--- src/rtl/axis_noise_gate_mc_pkg.sv ---
// ----------------------------------------------------------------------------
// audio_pkg
// Shared types and helpers for the multi-channel AXIS noise gate.
//   gate_state_t : per-channel gate state (CLOSED/ATTACK/OPEN/HOLD/RELEASE)
//   sat_abs()    : magnitude of a w-bit signed sample. The input is passed
//                  sign-extended to ABS_W bits. The most negative w-bit value
//                  saturates to 2**(w-1)-1.
// ----------------------------------------------------------------------------
package audio_pkg;

    typedef enum logic [2:0] {
        CLOSED  = 3'd0,
        ATTACK  = 3'd1,
        OPEN    = 3'd2,
        HOLD    = 3'd3,
        RELEASE = 3'd4
    } gate_state_t;

    localparam int unsigned ABS_W = 64;

    function automatic logic [ABS_W-1:0] sat_abs(input logic signed [ABS_W-1:0] x,
                                                 input int unsigned             w);
        logic signed [ABS_W-1:0] most_neg;
        logic        [ABS_W-1:0] one;
        one      = {{(ABS_W-1){1'b0}}, 1'b1};
        most_neg = {ABS_W{1'b1}} << (w - 1);
        if (x == most_neg)
            return (one << (w - 1)) - one;
        else if (x[ABS_W-1])
            return -x;
        else
            return x;
    endfunction

endpackage

--- src/rtl/axis_noise_gate_mc_ch_fsm.sv ---
// ----------------------------------------------------------------------------
// noise_gate_ch_fsm
// One channel of the noise gate: state, gain and hold counter.
// The FSM advances only when beat_i is high. gain_o is the gain that
// applies to the sample of the current beat, i.e. the post-update value.
// Optional feature (macro NOISE_GATE_STATUS_EN): is_open_o reports the
// state held in the register (ATTACK, OPEN or HOLD).
// Ports:
//   clk_i, resetn_i    clock, synchronous active-low reset
//   gate_enable_i      0 forces CLOSED, gain 0, hold 0
//   beat_i             accepted beat belonging to this channel
//   abs_i              |x| of the current sample
//   open_thr_i, close_thr_i, hold_samples_i, attack_step_i, release_step_i
//   gain_o             gain for the current sample
//   is_open_o          (NOISE_GATE_STATUS_EN only) registered open flag
// ----------------------------------------------------------------------------
module noise_gate_ch_fsm
    import audio_pkg::*;
#(
    parameter int unsigned SAMPLE_W = 24,
    parameter int unsigned GAIN_W   = 8,
    parameter int unsigned HOLD_W   = 16
) (
    input  logic                clk_i,
    input  logic                resetn_i,
    input  logic                gate_enable_i,
    input  logic                beat_i,
    input  logic [SAMPLE_W-2:0] abs_i,
    input  logic [SAMPLE_W-2:0] open_thr_i,
    input  logic [SAMPLE_W-2:0] close_thr_i,
    input  logic [HOLD_W-1:0]   hold_samples_i,
    input  logic [GAIN_W-1:0]   attack_step_i,
    input  logic [GAIN_W-1:0]   release_step_i,
    output logic [GAIN_W-1:0]   gain_o
`ifdef NOISE_GATE_STATUS_EN
    ,
    output logic                is_open_o
`endif
);

    localparam logic [GAIN_W-1:0] GMAX = '1;

    gate_state_t       state_q, state_d;
    logic [GAIN_W-1:0] gain_q, gain_d;
    logic [HOLD_W-1:0] hold_q, hold_d;

    logic              loud, quiet;
    logic [GAIN_W:0]   gain_sum;
    logic [GAIN_W-1:0] gain_up, gain_dn;

    assign loud     = (abs_i >= open_thr_i);
    assign quiet    = (abs_i <  close_thr_i);
    assign gain_sum = {1'b0, gain_q} + {1'b0, attack_step_i};
    assign gain_up  = gain_sum[GAIN_W] ? GMAX : gain_sum[GAIN_W-1:0];
    assign gain_dn  = (gain_q > release_step_i) ? (gain_q - release_step_i) : '0;

    // A transition beat also performs the destination state's gain action,
    // so CLOSED->ATTACK ramps immediately and HOLD->RELEASE drops immediately.
    always_comb begin
        state_d = state_q;
        gain_d  = gain_q;
        hold_d  = hold_q;
        if (!gate_enable_i) begin
            state_d = CLOSED;
            gain_d  = '0;
            hold_d  = '0;
        end else if (beat_i) begin
            unique case (state_q)
                CLOSED: begin
                    if (loud) begin
                        gain_d  = gain_up;
                        state_d = (gain_up == GMAX) ? OPEN : ATTACK;
                    end
                end
                ATTACK: begin
                    gain_d  = gain_up;
                    state_d = (gain_up == GMAX) ? OPEN : ATTACK;
                end
                OPEN: begin
                    if (quiet) begin
                        state_d = HOLD;
                        hold_d  = hold_samples_i;
                    end
                end
                HOLD: begin
                    if (loud) begin
                        state_d = OPEN;
                    end else if (hold_q == '0) begin
                        gain_d  = gain_dn;
                        state_d = (gain_dn == '0) ? CLOSED : RELEASE;
                    end else begin
                        hold_d = hold_q - 1'b1;
                    end
                end
                RELEASE: begin
                    if (loud) begin
                        gain_d  = gain_up;
                        state_d = (gain_up == GMAX) ? OPEN : ATTACK;
                    end else begin
                        gain_d  = gain_dn;
                        state_d = (gain_dn == '0) ? CLOSED : RELEASE;
                    end
                end
                default: begin
                    state_d = CLOSED;
                    gain_d  = '0;
                    hold_d  = '0;
                end
            endcase
        end
    end

    always_ff @(posedge clk_i) begin
        if (!resetn_i) begin
            state_q <= CLOSED;
            gain_q  <= '0;
            hold_q  <= '0;
        end else begin
            state_q <= state_d;
            gain_q  <= gain_d;
            hold_q  <= hold_d;
        end
    end

    assign gain_o = gain_d;

`ifdef NOISE_GATE_STATUS_EN
    assign is_open_o = (state_q == ATTACK) || (state_q == OPEN) || (state_q == HOLD);
`else
`endif

endmodule

--- src/rtl/axis_noise_gate_mc.sv ---
// ----------------------------------------------------------------------------
// axis_noise_gate_mc
// Multi-channel AXIS noise gate with hysteresis, hold and gain ramps.
// Channels are interleaved on the stream; ch_idx tracks which channel the
// current beat belongs to and resyncs to 0 after any beat with last set.
// Optional feature (macro NOISE_GATE_STATUS_EN): gate_open[NUM_CH-1:0].
// Ports:
//   clk, resetn                      clock, synchronous active-low reset
//   gate_enable                      0 = bypass, all channels CLOSED
//   open_thr, close_thr              hysteresis thresholds on |x|
//   hold_samples                     hold duration in channel samples
//   attack_step, release_step        gain ramp steps per sample
//   s_axis_data/valid/ready/last     input stream
//   m_axis_data/valid/ready/last     output stream (1-cycle latency)
//   gate_open                        (NOISE_GATE_STATUS_EN only)
// ----------------------------------------------------------------------------
module axis_noise_gate_mc
    import audio_pkg::*;
#(
    parameter int unsigned SAMPLE_W = 24,
    parameter int unsigned WORD_W   = 32,
    parameter int unsigned NUM_CH   = 2,
    parameter int unsigned GAIN_W   = 8,
    parameter int unsigned HOLD_W   = 16
) (
    input  logic                clk,
    input  logic                resetn,
    input  logic                gate_enable,
    input  logic [SAMPLE_W-2:0] open_thr,
    input  logic [SAMPLE_W-2:0] close_thr,
    input  logic [HOLD_W-1:0]   hold_samples,
    input  logic [GAIN_W-1:0]   attack_step,
    input  logic [GAIN_W-1:0]   release_step,
    input  logic [WORD_W-1:0]   s_axis_data,
    input  logic                s_axis_valid,
    output logic                s_axis_ready,
    input  logic                s_axis_last,
    output logic [WORD_W-1:0]   m_axis_data,
    output logic                m_axis_valid,
    input  logic                m_axis_ready,
    output logic                m_axis_last
`ifdef NOISE_GATE_STATUS_EN
    ,
    output logic [NUM_CH-1:0]   gate_open
`endif
);

    localparam int unsigned CH_W   = (NUM_CH > 1) ? $clog2(NUM_CH) : 1;
    localparam int unsigned PROD_W = SAMPLE_W + GAIN_W + 1;
    localparam logic [GAIN_W-1:0] GMAX = '1;

    logic [CH_W-1:0]   ch_idx_q, ch_idx_d;
    logic [WORD_W-1:0] m_data_q, m_data_d;
    logic              m_valid_q;
    logic              m_last_q;
    logic              accept;

    logic signed [SAMPLE_W-1:0] x_s;
    logic        [SAMPLE_W-2:0] abs_x;
    logic        [GAIN_W-1:0]   ch_gain [NUM_CH];
    logic        [GAIN_W-1:0]   gain_sel;
    logic signed [PROD_W-1:0]   prod;
    logic        [SAMPLE_W-1:0] y;

    assign s_axis_ready = resetn && (!m_valid_q || m_axis_ready);
    assign accept       = s_axis_valid && s_axis_ready;

    assign ch_idx_d = (s_axis_last || (ch_idx_q == CH_W'(NUM_CH - 1))) ? '0 : ch_idx_q + 1'b1;

    assign x_s   = s_axis_data[SAMPLE_W-1:0];
    assign abs_x = (SAMPLE_W-1)'(sat_abs({{(ABS_W-SAMPLE_W){x_s[SAMPLE_W-1]}}, x_s}, SAMPLE_W));

    for (genvar c = 0; c < NUM_CH; c++) begin : g_ch
        noise_gate_ch_fsm #(
            .SAMPLE_W (SAMPLE_W),
            .GAIN_W   (GAIN_W),
            .HOLD_W   (HOLD_W)
        ) u_fsm (
            .clk_i          (clk),
            .resetn_i       (resetn),
            .gate_enable_i  (gate_enable),
            .beat_i         (accept && (ch_idx_q == CH_W'(c))),
            .abs_i          (abs_x),
            .open_thr_i     (open_thr),
            .close_thr_i    (close_thr),
            .hold_samples_i (hold_samples),
            .attack_step_i  (attack_step),
            .release_step_i (release_step),
            .gain_o         (ch_gain[c])
`ifdef NOISE_GATE_STATUS_EN
            ,
            .is_open_o      (gate_open[c])
`endif
        );
    end

    assign gain_sel = ch_gain[ch_idx_q];

    // Unity gain must reproduce x exactly; the scaled path alone would lose 1/256.
    assign prod = PROD_W'(x_s) * PROD_W'($signed({1'b0, gain_sel}));
    assign y    = (gain_sel == GMAX) ? x_s : SAMPLE_W'(prod >>> GAIN_W);

    assign m_data_d = gate_enable ? {s_axis_data[WORD_W-1:SAMPLE_W], y} : s_axis_data;

    always_ff @(posedge clk) begin
        if (!resetn) begin
            m_data_q  <= '0;
            m_valid_q <= 1'b0;
            m_last_q  <= 1'b0;
            ch_idx_q  <= '0;
        end else begin
            if (accept) begin
                m_data_q  <= m_data_d;
                m_valid_q <= 1'b1;
                m_last_q  <= s_axis_last;
                ch_idx_q  <= ch_idx_d;
            end else if (m_axis_ready) begin
                m_valid_q <= 1'b0;
            end
        end
    end

    assign m_axis_data  = m_data_q;
    assign m_axis_valid = m_valid_q;
    assign m_axis_last  = m_last_q;

endmodule

--- config.mk ---
export PLATFORM = sky130hd
export DESIGN_NAME = axis_noise_gate_mc
export DESIGN_NICKNAME = d
export VERILOG_FILES = /design/src/rtl/axis_noise_gate_mc_pkg.sv /design/src/rtl/axis_noise_gate_mc_ch_fsm.sv /design/src/rtl/axis_noise_gate_mc.sv
export SDC_FILE = /design/constraint.sdc
export NUM_CORES = 1
export LEC_CHECK = 0
export ABC_CLOCK_PERIOD_IN_PS = 11100
export BUFFER_PORTS_ARGS = -buffer_cell sky130_fd_sc_hd__buf_2
export CAP_MARGIN = 15
export CORE_ASPECT_RATIO = 0.75
export CORE_MARGIN = 5
export CORE_UTILIZATION = 55
export DETAILED_ROUTE_END_ITERATION = 12
export PLACE_DENSITY = 0.9
export REMOVE_ABC_BUFFERS = 1
export SLEW_MARGIN = 40
export SYNTH_ARGS = -nofsm -noshare
export SYNTH_HDL_FRONTEND = slang
export SYNTH_SLANG_ARGS = --single-unit
--- constraint.sdc ---
create_clock -name clk -period 11.1 [get_ports clk]
set_input_delay 2.22 -clock clk [delete_from_list [all_inputs] [get_ports clk]]
set_output_delay 2.22 -clock clk [all_outputs]
set_load 0.02 [all_outputs]
[After elaboration in Yosys (flattened, before gate mapping)]
Index checks and enable logic that the tools add are counted.
Operators by class
  add/sub/neg operators: 8
  multiply operators: 1
  order comparisons: 5
  equal/unequal tests: 22
  mux-type cells: 50
  bitwise gates (word level): 4
  reduce and logical (&&, ||, !) cells: 21
Operators with widths (number)
  2-to-1 mux 8 bit: 19
  one-hot mux 16 bit (3 select lines): 2
  2-to-1 mux 16 bit: 5
  one-hot mux 8 bit (5 select lines): 2
  2-to-1 mux 24 bit: 2
  2-to-1 mux 23 bit: 2
  2-to-1 mux 3 bit: 11
  logical NOT 16 bit: 2
  multiplier 24 x 9 -> 32 bit: 1
  subtractor 16 x 1 -> 16 bit (second input constant): 2
  one-hot mux 3 bit (5 select lines): 2
  == test 24 bit (second input constant): 1
  == test 8 bit (second input constant): 3
  greater-or-equal comparator 23 bit: 1
  < comparator 23 bit: 1
  negation 23 bit: 1
  adder 8 x 8 -> 9 bit: 2
  > comparator 8 bit: 2
  logical NOT 8 bit: 2
  subtractor 8 bit: 2
  == test 3 x 2 -> 1 bit (second input constant): 4
  != test 2 bit (second input constant): 6
  AND reduction 5 bit: 2
  AND reduction 4 bit: 2
  18 further kinds: 32
Storage, ports and cells
  flip-flop bits (word level): 89
  input port bits: 116
  output and inout port bits: 35

[Longest topological paths before layout]
Gate-level depths: netlist of the first run.
  depth in word-level cells: 14
  depth in mapped cells: 47

[Modules after synthesis]
A second synthesis of the first run with hierarchy kept.
Unflattened totals
  cell total of the unflattened synthesis: 2207
  area, all modules: 16882.4 um2
By module, submodules not included
  axis_noise_gate_mc: instances 1, cells each 1090, area each 8687.1 um2, sequential area each 700.7 um2
  noise_gate_ch_fsm at g_ch[1].u_fsm: instances 1, cells each 554, area each 4141.5 um2, sequential area each 540.5 um2
  noise_gate_ch_fsm at g_ch[0].u_fsm: instances 1, cells each 563, area each 4053.9 um2, sequential area each 540.5 um2

[Worst setup path before layout of the first run]
Ideal clock, no wire load.
  path kind: input port to flip-flop
  start point: in s_axis_data[7]
  end point: reg m_data_q[22], in the netlist m_axis_data[22]
  data arrival time: 11.422 ns
  required time: 10.973 ns
  slack: -0.449 ns
  stages: 41
  path buffers: 4
  cell sequence: or4_1 > or4_1 > or2_2 > or4_1 > nand4bb_1 > clkbuf_1 > o21ai_0 > ha_1 > nand4_1 > nor4_1 > nand2_1 > o211ai_1 > clkbuf_1 > o21ai_0 > nand2_1 > a311o_1 > nand2_1 > o21ai_0 > [... 5 more ...] > fa_1 > fa_1 > inv_1 > fa_1 > inv_1 > ha_1 > clkbuf_1 > a21oi_1 > o21bai_1 > a21o_1 > a21o_1 > a21oi_1 > o21ai_0 > a21oi_1 > o31ai_1 > a311oi_1 > xor2_1 > o22ai_1
Between the ends
  cells in the longest elaborated chain, start to end: 14
RTL lines
  from (decl): line axis_noise_gate_mc.sv:34  | input logic [WORD_W-1:0] s_axis_data,
  negation 23 bit: line axis_noise_gate_mc_pkg.sv:30  | return -x;
  2-to-1 mux 23 bit: line axis_noise_gate_mc_pkg.sv:29  | else if (x[ABS_W-1])
  2-to-1 mux 23 bit: line axis_noise_gate_mc_pkg.sv:27  | if (x == most_neg)
  greater-or-equal comparator 23 bit: line axis_noise_gate_mc_ch_fsm.sv:51  | assign loud = (abs_i >= open_thr_i);
  2-to-1 mux 8 bit (on tied branches): line axis_noise_gate_mc_ch_fsm.sv:96, axis_noise_gate_mc_ch_fsm.sv:70, axis_noise_gate_mc_ch_fsm.sv:86
  one-hot mux 8 bit (5 select lines): line axis_noise_gate_mc_ch_fsm.sv:68  | unique case (state_q)
  2-to-1 mux 8 bit: line axis_noise_gate_mc_ch_fsm.sv:67  | end else if (beat_i) begin
  2-to-1 mux 8 bit: line axis_noise_gate_mc_ch_fsm.sv:63  | if (!gate_enable_i) begin
  2-to-1 mux 8 bit (not written as such) (3 in a row): line axis_noise_gate_mc.sv:97  | assign gain_sel = ch_gain[ch_idx_q];
  multiplier 24 x 9 -> 32 bit / == test 8 bit (equally long branches): line axis_noise_gate_mc.sv:100, axis_noise_gate_mc.sv:101
  2-to-1 mux 24 bit (*): line axis_noise_gate_mc.sv:101  | assign y = (gain_sel == GMAX) ? x_s : SAMPLE_W'(prod >>> GAIN_W);
  2-to-1 mux 24 bit (*): line axis_noise_gate_mc.sv:103  | assign m_data_d = gate_enable ? {s_axis_data[WORD_W-1:SAMPLE_W], y} : s_axis_data;
  to (signal assigned): line axis_noise_gate_mc.sv:113  | m_data_q <= m_data_d;
  to (decl): line axis_noise_gate_mc.sv:53  | logic [WORD_W-1:0] m_data_q, m_data_d;
Mark *: on every way between the ends. The rest lies on a longest branch, timed or not. The select of a mux whose other input is x is not followed.
A chain may end at the register's enable or synchronous reset.

[Worst setup path after layout of the first run]
  start point: in s_axis_data[7]
  end point: reg m_data_q[18], in the netlist m_axis_data[18]
The elaborated chain is that of the path after synthesis.

==> results of run 1 <==
[per-stage QoR]
| step | utilization [%] | hold slack (ns) |
|---|---|---|
| 6_report | 71.08 | 0.4551 |
| 5_1_grt | 71.08 | 0.4813 |
| 4_1_cts | 68.68 | 0.4596 |
| 3_5_place_dp | 65.09 | 0.4459 |
| 3_3_place_gp | 65.06 | 0.4389 |
| 2_1_floorplan | - | 0.4541 |
[repair_timing]
action,4_1_cts,5_1_grt
setup buffers,21,16
setup endpoints to repair,23,22
pin swaps,56,93
gates cloned,1,0
gates resized for setup,112,110
[layout by cell type, fill, tap and decap left out, types with 7 or more instances in the layout]
master     synthesis  routed
a221oi_1          11       7
o22ai_1            9       7
nor3_1            38      33
nor2b_1           18      16
xor2_1            37      36
buf_2              2     150
nand4_1           25      25
dfxtp_1           89      87
fa_1             151     146
o21bai_1          11       8
o21a_1            10      10
a21oi_1          133     112
buf_4              2     229
o211ai_1          16      16
clkbuf_16          0       9
inv_2              0      16
and2_1            39      36
inv_1            274     258
xnor2_1           41      40
nor2_1           123     120
or3_1             14      14
mux2i_1           10       9
nand2_1          221     207
a31oi_1           14      12
nand3_1           47      44
buf_6              1      20
ha_1             139     122
nor4_1            11       8
a21o_1            39      39
nand2b_1          20      19
a21oi_2            1      17
o31ai_1           13      10
and3_1            99      92
ha_4               0      17
o21ai_1            8      14
nand2_2            0      13
o21ai_0           80      64
o41ai_1            8       7
[layout make-up]
| class | instances | share of cell area [%] |
|---|---|---|
| antenna | 1 | 0.01304 |
| clock buffer | 9 | 1.173 |
| clock inverter | 7 | 0.4237 |
| inverter | 274 | 5.359 |
| multi-input combinational | 1510 | 66.70 |
| sequential | 89 | 9.296 |
| tap | 351 | 2.288 |
| timing repair buffer | 406 | 14.75 |
[registers in the layout, summed over array words and instances, names as in the netlist]
name                cells
ch_idx_q                1
g_ch.u_fsm.gain_q      16
g_ch.u_fsm.hold_q      32
g_ch.u_fsm.state_q      6
m_axis_data            32
m_axis_last             1
m_axis_valid            1
[how the worst max path moves through the flow]
stage | startpoint | endpoint | slack (ns)
detailed placement | s_axis_data[7] | m_axis_data[14] | -1.66
global placement | s_axis_data[7] | m_axis_data[14] | -1.33
finish | s_axis_data[7] | m_axis_data[18] | -0.22
CTS | s_axis_data[6] | m_axis_data[18] | -0.02
global route | s_axis_data[7] | m_axis_data[18] | -0.51
floorplan | s_axis_data[7] | m_axis_data[22] | -1.39
[routing by layer]
metal / GRT usage (%) / vias to the layer above / part of all wire, %
li1: - / 7360 / -
met1: 47.76 / 7853 / 39
met2: 53.88 / 1192 / 44
met4: 14.64 / 4 / 4.8
met5: 0 / - / 0.047
met3: 8.812 / 224 / 13
[cells by family (layout without fill, tap and decap cells)]
| logic type | count (synthesis) | in the layout |
|---|---|---|
| xor gates and xnor gates | 78 | 78 |
| buffers and inverters | 384 | 696 |
| and+or+nand+nor | 689 | 689 |
| adders and majority gates | 290 | 290 |
| muxes | 10 | 10 |
| AOI/OAI and AO/OA | 443 | 443 |
| other | 0 | 1 |
| DFF | 89 | 89 |
[critical path: cells and delay by family]
kind / cells / cell delay [ns]
xor+xnor: 2 / 0.32
compound gates: 13 / 2.43
fa+ha+maj: 6 / 2.69
simple gates: 13 / 3.04
buf+inv: 8 / 0.90
[power groups by stage]
stage | registers (µW) | clock network, µW | logic, µW
3_5_place_dp | 344 | 0 | 549
4_1_cts | 337 | 342 | 586
6_report | 337 | 339 | 644
5_1_grt | 338 | 354 | 692
3_3_place_gp | 343 | 0 | 533
2_1_floorplan | 354 | 0 | 284
==> impl_metrics.xml, run 1 <==
<?xml version="1.0" encoding="UTF-8"?>
<metrics>
  <group name="status">
    <metric name="status" unit="">finished with violations</metric>
    <metric name="failed_checks" unit="">setup timing</metric>
  </group>
  <group name="die">
    <metric name="placeableCoreArea" unit="µm²">27000</metric>
    <metric name="io_pins" unit="">151</metric>
    <metric name="standard_cell_rows" unit="">52</metric>
    <metric name="die_width" unit="µm">201.2</metric>
    <metric name="design.die.area" unit="µm²">30860</metric>
    <metric name="initial_utilization" unit="%">55.84</metric>
    <metric name="die_height" unit="µm">153.4</metric>
  </group>
  <group name="synth">
    <metric name="synth-xor-area-share" unit="%">4.531</metric>
    <metric name="synth.cell_area" unit="µm²">15080</metric>
    <metric name="synth_area_leaders" unit="">fa_1 20%, dfxtp_1 12%, ha_1 12%</metric>
    <metric name="synth-adder-area-share" unit="%">31.58</metric>
    <metric name="synth_top_cells_by_count" unit="">274 x inv_1, 221 x nand2_1, 151 x fa_1</metric>
    <metric name="postSynthCellCount" unit="">1983</metric>
    <metric name="netlist-cell-type-count" unit="">79</metric>
    <metric name="synth-edff-count" unit="">0</metric>
    <metric name="proportion_of_synthesized_chip_area_in_sequential_cells" unit="%">11.82</metric>
    <metric name="synth_top_family_by_area" unit="">adder cells</metric>
    <metric name="library_cell_with_the_highest_instance_count_after_synthesis" unit="">inv_1</metric>
    <metric name="yosys_warnings" unit="">0</metric>
    <metric name="yosys_register_bits" unit="">89</metric>
    <metric name="yosys.area.top_type_share" unit="%">20.05</metric>
    <metric name="post_synth.cell_area_avg" unit="µm²">7.604</metric>
    <metric name="area_fraction_in_and_or_nand_and_nor_cells_after_synthesis" unit="%">22.59</metric>
    <metric name="netlist.top_cell.by_area" unit="">fa_1</metric>
    <metric name="synth_mux_area_share" unit="%">0.6638</metric>
    <metric name="synth_ff_type" unit="">dfxtp_1</metric>
    <metric name="asyncSetResetFlopFracSynth" unit="%">0</metric>
    <metric name="share_of_the_synthesized_area_in_compound_gates_ao_oa_aoi_oai" unit="%">19.14</metric>
  </group>
  <group name="setup_path">
    <metric name="max_stage_delay" unit="ns">0.56</metric>
    <metric name="worst-r2r-setup-slack" unit="ns">2.72</metric>
    <metric name="critical-path-top-cell-by-count" unit="">fa_1</metric>
    <metric name="worst-path-max-fanout" unit="">8</metric>
    <metric name="r2r-end" unit="">m_axis_data[18]</metric>
    <metric name="crit_arrival" unit="ns">11.61</metric>
    <metric name="rr_startpoint" unit="">g_ch[1].u_fsm.hold_q[0]</metric>
    <metric name="worstSetupPathType" unit="">input pin to flop</metric>
    <metric name="reg2reg_depth" unit="">35</metric>
    <metric name="timing.critical_path.from_type" unit="">input pin</metric>
    <metric name="critical_path_required" unit="ns">11.39</metric>
    <metric name="worst_setup_ep_type" unit="">flop</metric>
    <metric name="timing.critical_path.slowest_stage_cell" unit="">or4_4</metric>
  </group>
  <group name="detailed_routing">
    <metric name="dr.pass1.iters" unit="">6</metric>
    <metric name="detail_route.iter0.violations" unit="">2327</metric>
    <metric name="routed_wirelength" unit="µm">56940</metric>
    <metric name="num_vias" unit="">16633</metric>
    <metric name="post_drt_via_cell_ratio" unit="">6.284</metric>
    <metric name="wl_per_cell" unit="µm">21.51</metric>
    <metric name="drc" unit="">0</metric>
    <metric name="route.antenna.remaining_nets" unit="">0</metric>
  </group>
  <group name="flow_run">
    <metric name="max-cap-violations" unit="">0</metric>
  </group>
  <group name="place">
    <metric name="preCtsSetupSlack" unit="ns">-1.663</metric>
    <metric name="gp_congestion" unit="">1.017</metric>
    <metric name="io_buffer_count" unit="">150</metric>
    <metric name="detailed_place_hpwl" unit="µm">42350</metric>
    <metric name="placed_cell_areas" unit="µm²">17570</metric>
    <metric name="numPlacedInstances" unit="">2596</metric>
  </group>
  <group name="timing">
    <metric name="final-max-slew-violation-count" unit="">0</metric>
    <metric name="grt_setup_unrepaired" unit="">true</metric>
    <metric name="timing.setup.tns" unit="ns">-1.165</metric>
    <metric name="final.setup_skew" unit="ns">0.01962</metric>
    <metric name="fmax" unit="MHz">88.34</metric>
    <metric name="worst-slew-pin-transition" unit="ns">0.8644</metric>
    <metric name="finalSetupViolCount" unit="">12</metric>
    <metric name="timing.final.crit_period" unit="ns">11.32</metric>
    <metric name="finalCritPeriodShare" unit="%">102.0</metric>
    <metric name="worst_slack" unit="ns">-0.2201</metric>
    <metric name="hold_violations" unit="">0</metric>
    <metric name="max_slew_margin" unit="%">42.37</metric>
  </group>
  <group name="grt">
    <metric name="gr-usage-all-layers" unit="%">35.19</metric>
    <metric name="number_of_global_route_vias_before_repair" unit="">16301</metric>
    <metric name="initial_antenna_violation_count" unit="">3</metric>
    <metric name="grt_pass1_wl" unit="µm">87690</metric>
    <metric name="grt.overflow.total" unit="">0</metric>
    <metric name="grt_start_max_net_pins" unit="">101</metric>
  </group>
  <group name="clock_tree">
    <metric name="cts_inserted_buffers" unit="">9</metric>
    <metric name="ctsRootBufferMaster" unit="">clkbuf_16</metric>
    <metric name="cts.htree.levels" unit="">3</metric>
    <metric name="cts_tree" unit="">built</metric>
    <metric name="clock_sinks" unit="">89</metric>
    <metric name="clock_insertion_delay_worst_skew" unit="ns">0.39</metric>
    <metric name="cts_max_path_buffers" unit="">2</metric>
    <metric name="cts.hold.buffers_added" unit="">0</metric>
    <metric name="clock_input_transition_at_the_sequential_cells_of_the_worst_setup_and_hold_paths" unit="ns">0.09</metric>
  </group>
  <group name="layout">
    <metric name="layout.cell_area.non_filler" unit="µm²">19190</metric>
    <metric name="fin_nets" unit="">2696</metric>
    <metric name="stdcell_count" unit="">2647</metric>
    <metric name="filler_cell_count" unit="">1976</metric>
    <metric name="layout.area.seq" unit="µm²">1784</metric>
    <metric name="final_layout_size_suffix_gt1_share" unit="%">26.01</metric>
    <metric name="synthToLayoutAreaGrowth" unit="%">27.29</metric>
    <metric name="area_occupied_by_multi_input_gates" unit="µm²">12800</metric>
  </group>
  <group name="pwr">
    <metric name="report.power.total" unit="µW">1320</metric>
    <metric name="power_frac_clock" unit="%">25.7</metric>
    <metric name="switching_share" unit="%">42.03</metric>
    <metric name="cellInternalPower" unit="µW">765.4</metric>
    <metric name="power_per_cell_area" unit="nW/µm²">68.80</metric>
    <metric name="irDropWorstVdd" unit="mV">0.07592</metric>
    <metric name="power_frac_seq" unit="%">25.5</metric>
    <metric name="total_leakage_power" unit="µW">0.009669</metric>
    <metric name="share_comb_of_total_power" unit="%">48.8</metric>
    <metric name="switchingPower" unit="µW">555.0</metric>
  </group>
  <group name="worst_hold_path">
    <metric name="timing.hold.worst_endpoint" unit="">m_axis_data[28]</metric>
    <metric name="hold_path_origin" unit="">m_axis_data[28]</metric>
    <metric name="min-delay-path-class" unit="">flop to flop</metric>
    <metric name="holdPathStages" unit="">2</metric>
  </group>
</metrics>
(Power assumes the default switching activity.)
==> inputs of run 2 (changes only) <==
--- a/config.mk
+++ b/config.mk
@@ -5,10 +5,11 @@
 export SDC_FILE = /design/constraint.sdc
 export NUM_CORES = 1
 export LEC_CHECK = 0
+export ABC_AREA = 1
 export ABC_CLOCK_PERIOD_IN_PS = 11100
 export BUFFER_PORTS_ARGS = -buffer_cell sky130_fd_sc_hd__buf_2
 export CAP_MARGIN = 15
-export CORE_ASPECT_RATIO = 0.75
+export CORE_ASPECT_RATIO = 1.75
 export CORE_MARGIN = 5
 export CORE_UTILIZATION = 55
 export DETAILED_ROUTE_END_ITERATION = 12
==> run 2 against run 1 <==
  * The flow now finishes without violations
  * Die area up 2.3%
  * Critical path depth did not move
  * Register-to-register slack improved by 0.96 ns
  * Worst hold slack improved by 0.0084 ns
  * Final cell count is 8.4% higher
  * Design area shrank 11%
  * Non-clock buffer count is 208 lower
  * Clock skew shrank 0.0038 ns
  * Setup slack improved by 0.62 ns
  * Combinational power down 1%
  * First-iteration DRC count shrank 38%
  * Critical path type unchanged
  * Highest routed layer is now met4
==> impl_metrics.xml, run 2 <==
<?xml version="1.0" encoding="UTF-8"?>
<metrics>
  <group name="status">
    <metric name="status" unit="">completed</metric>
  </group>
  <group name="die">
    <metric name="initial_utilization" unit="%">55.45</metric>
    <metric name="placeableCoreArea" unit="µm²">27770</metric>
    <metric name="io_pins" unit="">151</metric>
    <metric name="die_height" unit="µm">231.3</metric>
    <metric name="standard_cell_rows" unit="">81</metric>
    <metric name="design.die.area" unit="µm²">31570</metric>
    <metric name="die_width" unit="µm">136.5</metric>
  </group>
  <group name="clock_tree">
    <metric name="cts.hold.buffers_added" unit="">0</metric>
    <metric name="clock_insertion_delay_worst_skew" unit="ns">0.38</metric>
    <metric name="clock_input_transition_at_the_sequential_cells_of_the_worst_setup_and_hold_paths" unit="ns">0.09</metric>
    <metric name="cts_inserted_buffers" unit="">9</metric>
    <metric name="cts_max_path_buffers" unit="">2</metric>
    <metric name="cts_tree" unit="">built</metric>
    <metric name="cts.htree.levels" unit="">3</metric>
    <metric name="ctsRootBufferMaster" unit="">clkbuf_16</metric>
    <metric name="clock_sinks" unit="">89</metric>
  </group>
  <group name="timing">
    <metric name="max_slew_margin" unit="%">44.62</metric>
    <metric name="fmax" unit="MHz">93.42</metric>
    <metric name="hold_violations" unit="">0</metric>
    <metric name="worst-slew-pin-transition" unit="ns">0.8286</metric>
    <metric name="timing.final.crit_period" unit="ns">10.70</metric>
    <metric name="final-max-slew-violation-count" unit="">0</metric>
    <metric name="final.setup_skew" unit="ns">0.01579</metric>
    <metric name="grt_setup_unrepaired" unit="">false</metric>
    <metric name="worst_hold_slack" unit="ns">0.4635</metric>
    <metric name="worst_slack" unit="ns">0.3959</metric>
    <metric name="finalCritPeriodShare" unit="%">96.43</metric>
    <metric name="timing.setup.tns" unit="ns">0</metric>
    <metric name="finalSetupViolCount" unit="">0</metric>
  </group>
  <group name="synth">
    <metric name="yosys.area.top_type_share" unit="%">19.63</metric>
    <metric name="netlist-cell-type-count" unit="">56</metric>
    <metric name="synth_top_cells_by_count" unit="">500 x nand2_1, 452 x inv_1, 286 x nor2_1</metric>
    <metric name="synth-edff-count" unit="">0</metric>
    <metric name="synth_area_leaders" unit="">fa_1 20%, nand2_1 12%, dfxtp_1 12%</metric>
    <metric name="post_synth.cell_area_avg" unit="µm²">6.572</metric>
    <metric name="library_cell_with_the_highest_instance_count_after_synthesis" unit="">nand2_1</metric>
    <metric name="proportion_of_synthesized_chip_area_in_sequential_cells" unit="%">11.57</metric>
    <metric name="synth.cell_area" unit="µm²">15400</metric>
    <metric name="synth_ff_type" unit="">dfxtp_1</metric>
    <metric name="postSynthCellCount" unit="">2343</metric>
    <metric name="netlist.top_cell.by_area" unit="">fa_1</metric>
    <metric name="asyncSetResetFlopFracSynth" unit="%">0</metric>
    <metric name="yosys_warnings" unit="">0</metric>
    <metric name="yosys_register_bits" unit="">89</metric>
  </group>
  <group name="setup_path">
    <metric name="max_stage_delay" unit="ns">0.59</metric>
    <metric name="timing.critical_path.from_type" unit="">input pin</metric>
    <metric name="worst_setup_ep_type" unit="">flop</metric>
    <metric name="timing.critical_path.slowest_stage_cell" unit="">fa_1</metric>
    <metric name="critical_path_required" unit="ns">11.35</metric>
    <metric name="worst-path-max-fanout" unit="">18</metric>
    <metric name="crit_arrival" unit="ns">10.95</metric>
    <metric name="worstSetupPathType" unit="">input pin to flop</metric>
  </group>
  <group name="detailed_routing">
    <metric name="routed_wirelength" unit="µm">56960</metric>
    <metric name="route.antenna.remaining_nets" unit="">0</metric>
    <metric name="post_drt_via_cell_ratio" unit="">5.879</metric>
    <metric name="drc" unit="">0</metric>
    <metric name="num_vias" unit="">16867</metric>
    <metric name="wl_per_cell" unit="µm">19.85</metric>
    <metric name="dr.pass1.iters" unit="">6</metric>
    <metric name="detail_route.iter0.violations" unit="">1449</metric>
  </group>
  <group name="flow_run">
    <metric name="max-cap-violations" unit="">0</metric>
  </group>
  <group name="pwr">
    <metric name="switching_share" unit="%">45.74</metric>
    <metric name="share_comb_of_total_power" unit="%">49.0</metric>
    <metric name="switchingPower" unit="µW">592.8</metric>
    <metric name="cellInternalPower" unit="µW">703.1</metric>
    <metric name="irDropWorstVdd" unit="mV">0.07873</metric>
    <metric name="power_per_cell_area" unit="nW/µm²">75.94</metric>
    <metric name="power_frac_clock" unit="%">25.1</metric>
    <metric name="total_leakage_power" unit="µW">0.009137</metric>
    <metric name="power_frac_seq" unit="%">25.9</metric>
  </group>
  <group name="layout">
    <metric name="n_antenna_cell" unit="">0</metric>
    <metric name="final_common_cell" unit="">nand2_1</metric>
    <metric name="fin_nets" unit="">2897</metric>
    <metric name="synthToLayoutAreaGrowth" unit="%">10.83</metric>
    <metric name="stdcell_count" unit="">2869</metric>
    <metric name="layout.cells.most_common_list" unit="">499 x nand2_1, 449 x inv_1, 285 x nor2_1</metric>
    <metric name="final_layout_size_suffix_gt1_share" unit="%">11.46</metric>
  </group>
  <group name="worst_hold_path">
    <metric name="min-delay-path-class" unit="">flop to flop</metric>
  </group>
  <group name="grt">
    <metric name="gr-usage-all-layers" unit="%">36.10</metric>
    <metric name="initial_antenna_violation_count" unit="">0</metric>
    <metric name="number_of_global_route_vias_before_repair" unit="">17410</metric>
    <metric name="grt_pass1_wl" unit="µm">88170</metric>
    <metric name="grt.overflow.total" unit="">0</metric>
    <metric name="grt_start_max_net_pins" unit="">53</metric>
  </group>
  <group name="place">
    <metric name="preCtsSetupSlack" unit="ns">0.1059</metric>
    <metric name="numPlacedInstances" unit="">2846</metric>
    <metric name="detailed_place_hpwl" unit="µm">46440</metric>
    <metric name="io_buffer_count" unit="">150</metric>
    <metric name="gp_congestion" unit="">1.102</metric>
  </group>
</metrics>
run 2: kinds of logic after synthesis:
family	synth area share (%)
compound gates	13.35
xor+xnor	2.787
fa+ha+maj	30.93
buf+inv	13.51
flops	11.57
simple gates	27.86
run 2: metal layers:
metal	global-route usage (%)	share of wire, %	routed length [µm]
met5	0	0	0
met4	34.17	12	6668
met3	7.341	7.9	4472
met2	62.45	49	28110
met1	34.70	31	17710
run 2: path summary, 6_finish.rpt:
check,startpoint,endpoint,slack [ns],cells past startpoint
worst max-delay path,s_axis_data[0],m_axis_data[19],0.40,42
worst min-delay path,m_axis_data[6],m_axis_data[6],0.46,2
worst max register to register,g_ch[1].u_fsm.gain_q[0],m_axis_data[19],3.68,37
worst min register to register,m_axis_data[6],m_axis_data[6],0.46,2
run 2: timing repair:
item | in CTS | in global routing
endpoints found under the setup margin | 0 | 15
resized for setup | 0 | 11
buffers inserted | 0 | 6
run 2: critical path, delay by kind of cell:
family | cells | cell delay [ns]
adders and majority gates | 7 | 3.05
buffers and inverters | 11 | 1.24
and+or+nand+nor | 14 | 2.14
xor gates and xnor gates | 1 | 0.58
AOI/OAI and AO/OA | 9 | 1.69
run 2: metrics by stage:
stage / power (µW) / cell area, µm² / utilization [%]
global placement: 935.3 / 16660 / 59.99
CTS: 1271 / 16970 / 61.09
detailed placement: 950.4 / 16670 / 60.03
floorplan: 739.1 / 15120 / -
finish: 1296 / 17070 / 61.45
global route: 1375 / 17070 / 61.45
run 2: area by class of cell:
cell class	count	area, µm²
Timing Repair Buffer	198	1131
Multi-Input combinational cell	1714	11580
Fill cell	2551	10700
Inverter	479	1808
Sequential cell	89	1782
Clock buffer	9	225.2
Clock inverter	7	70.07
Tap cell	373	466.7
run 2: power by group through the flow:
| stage | Combinational [µW] | Sequential, µW | Clock (µW) |
|---|---|---|---|
| floorplan | 387 | 353 | 0 |
| global placement | 592 | 343 | 0 |
| finish | 635 | 336 | 325 |
| detailed placement | 607 | 343 | 0 |
| global route | 701 | 337 | 337 |
| CTS | 613 | 336 | 323 |
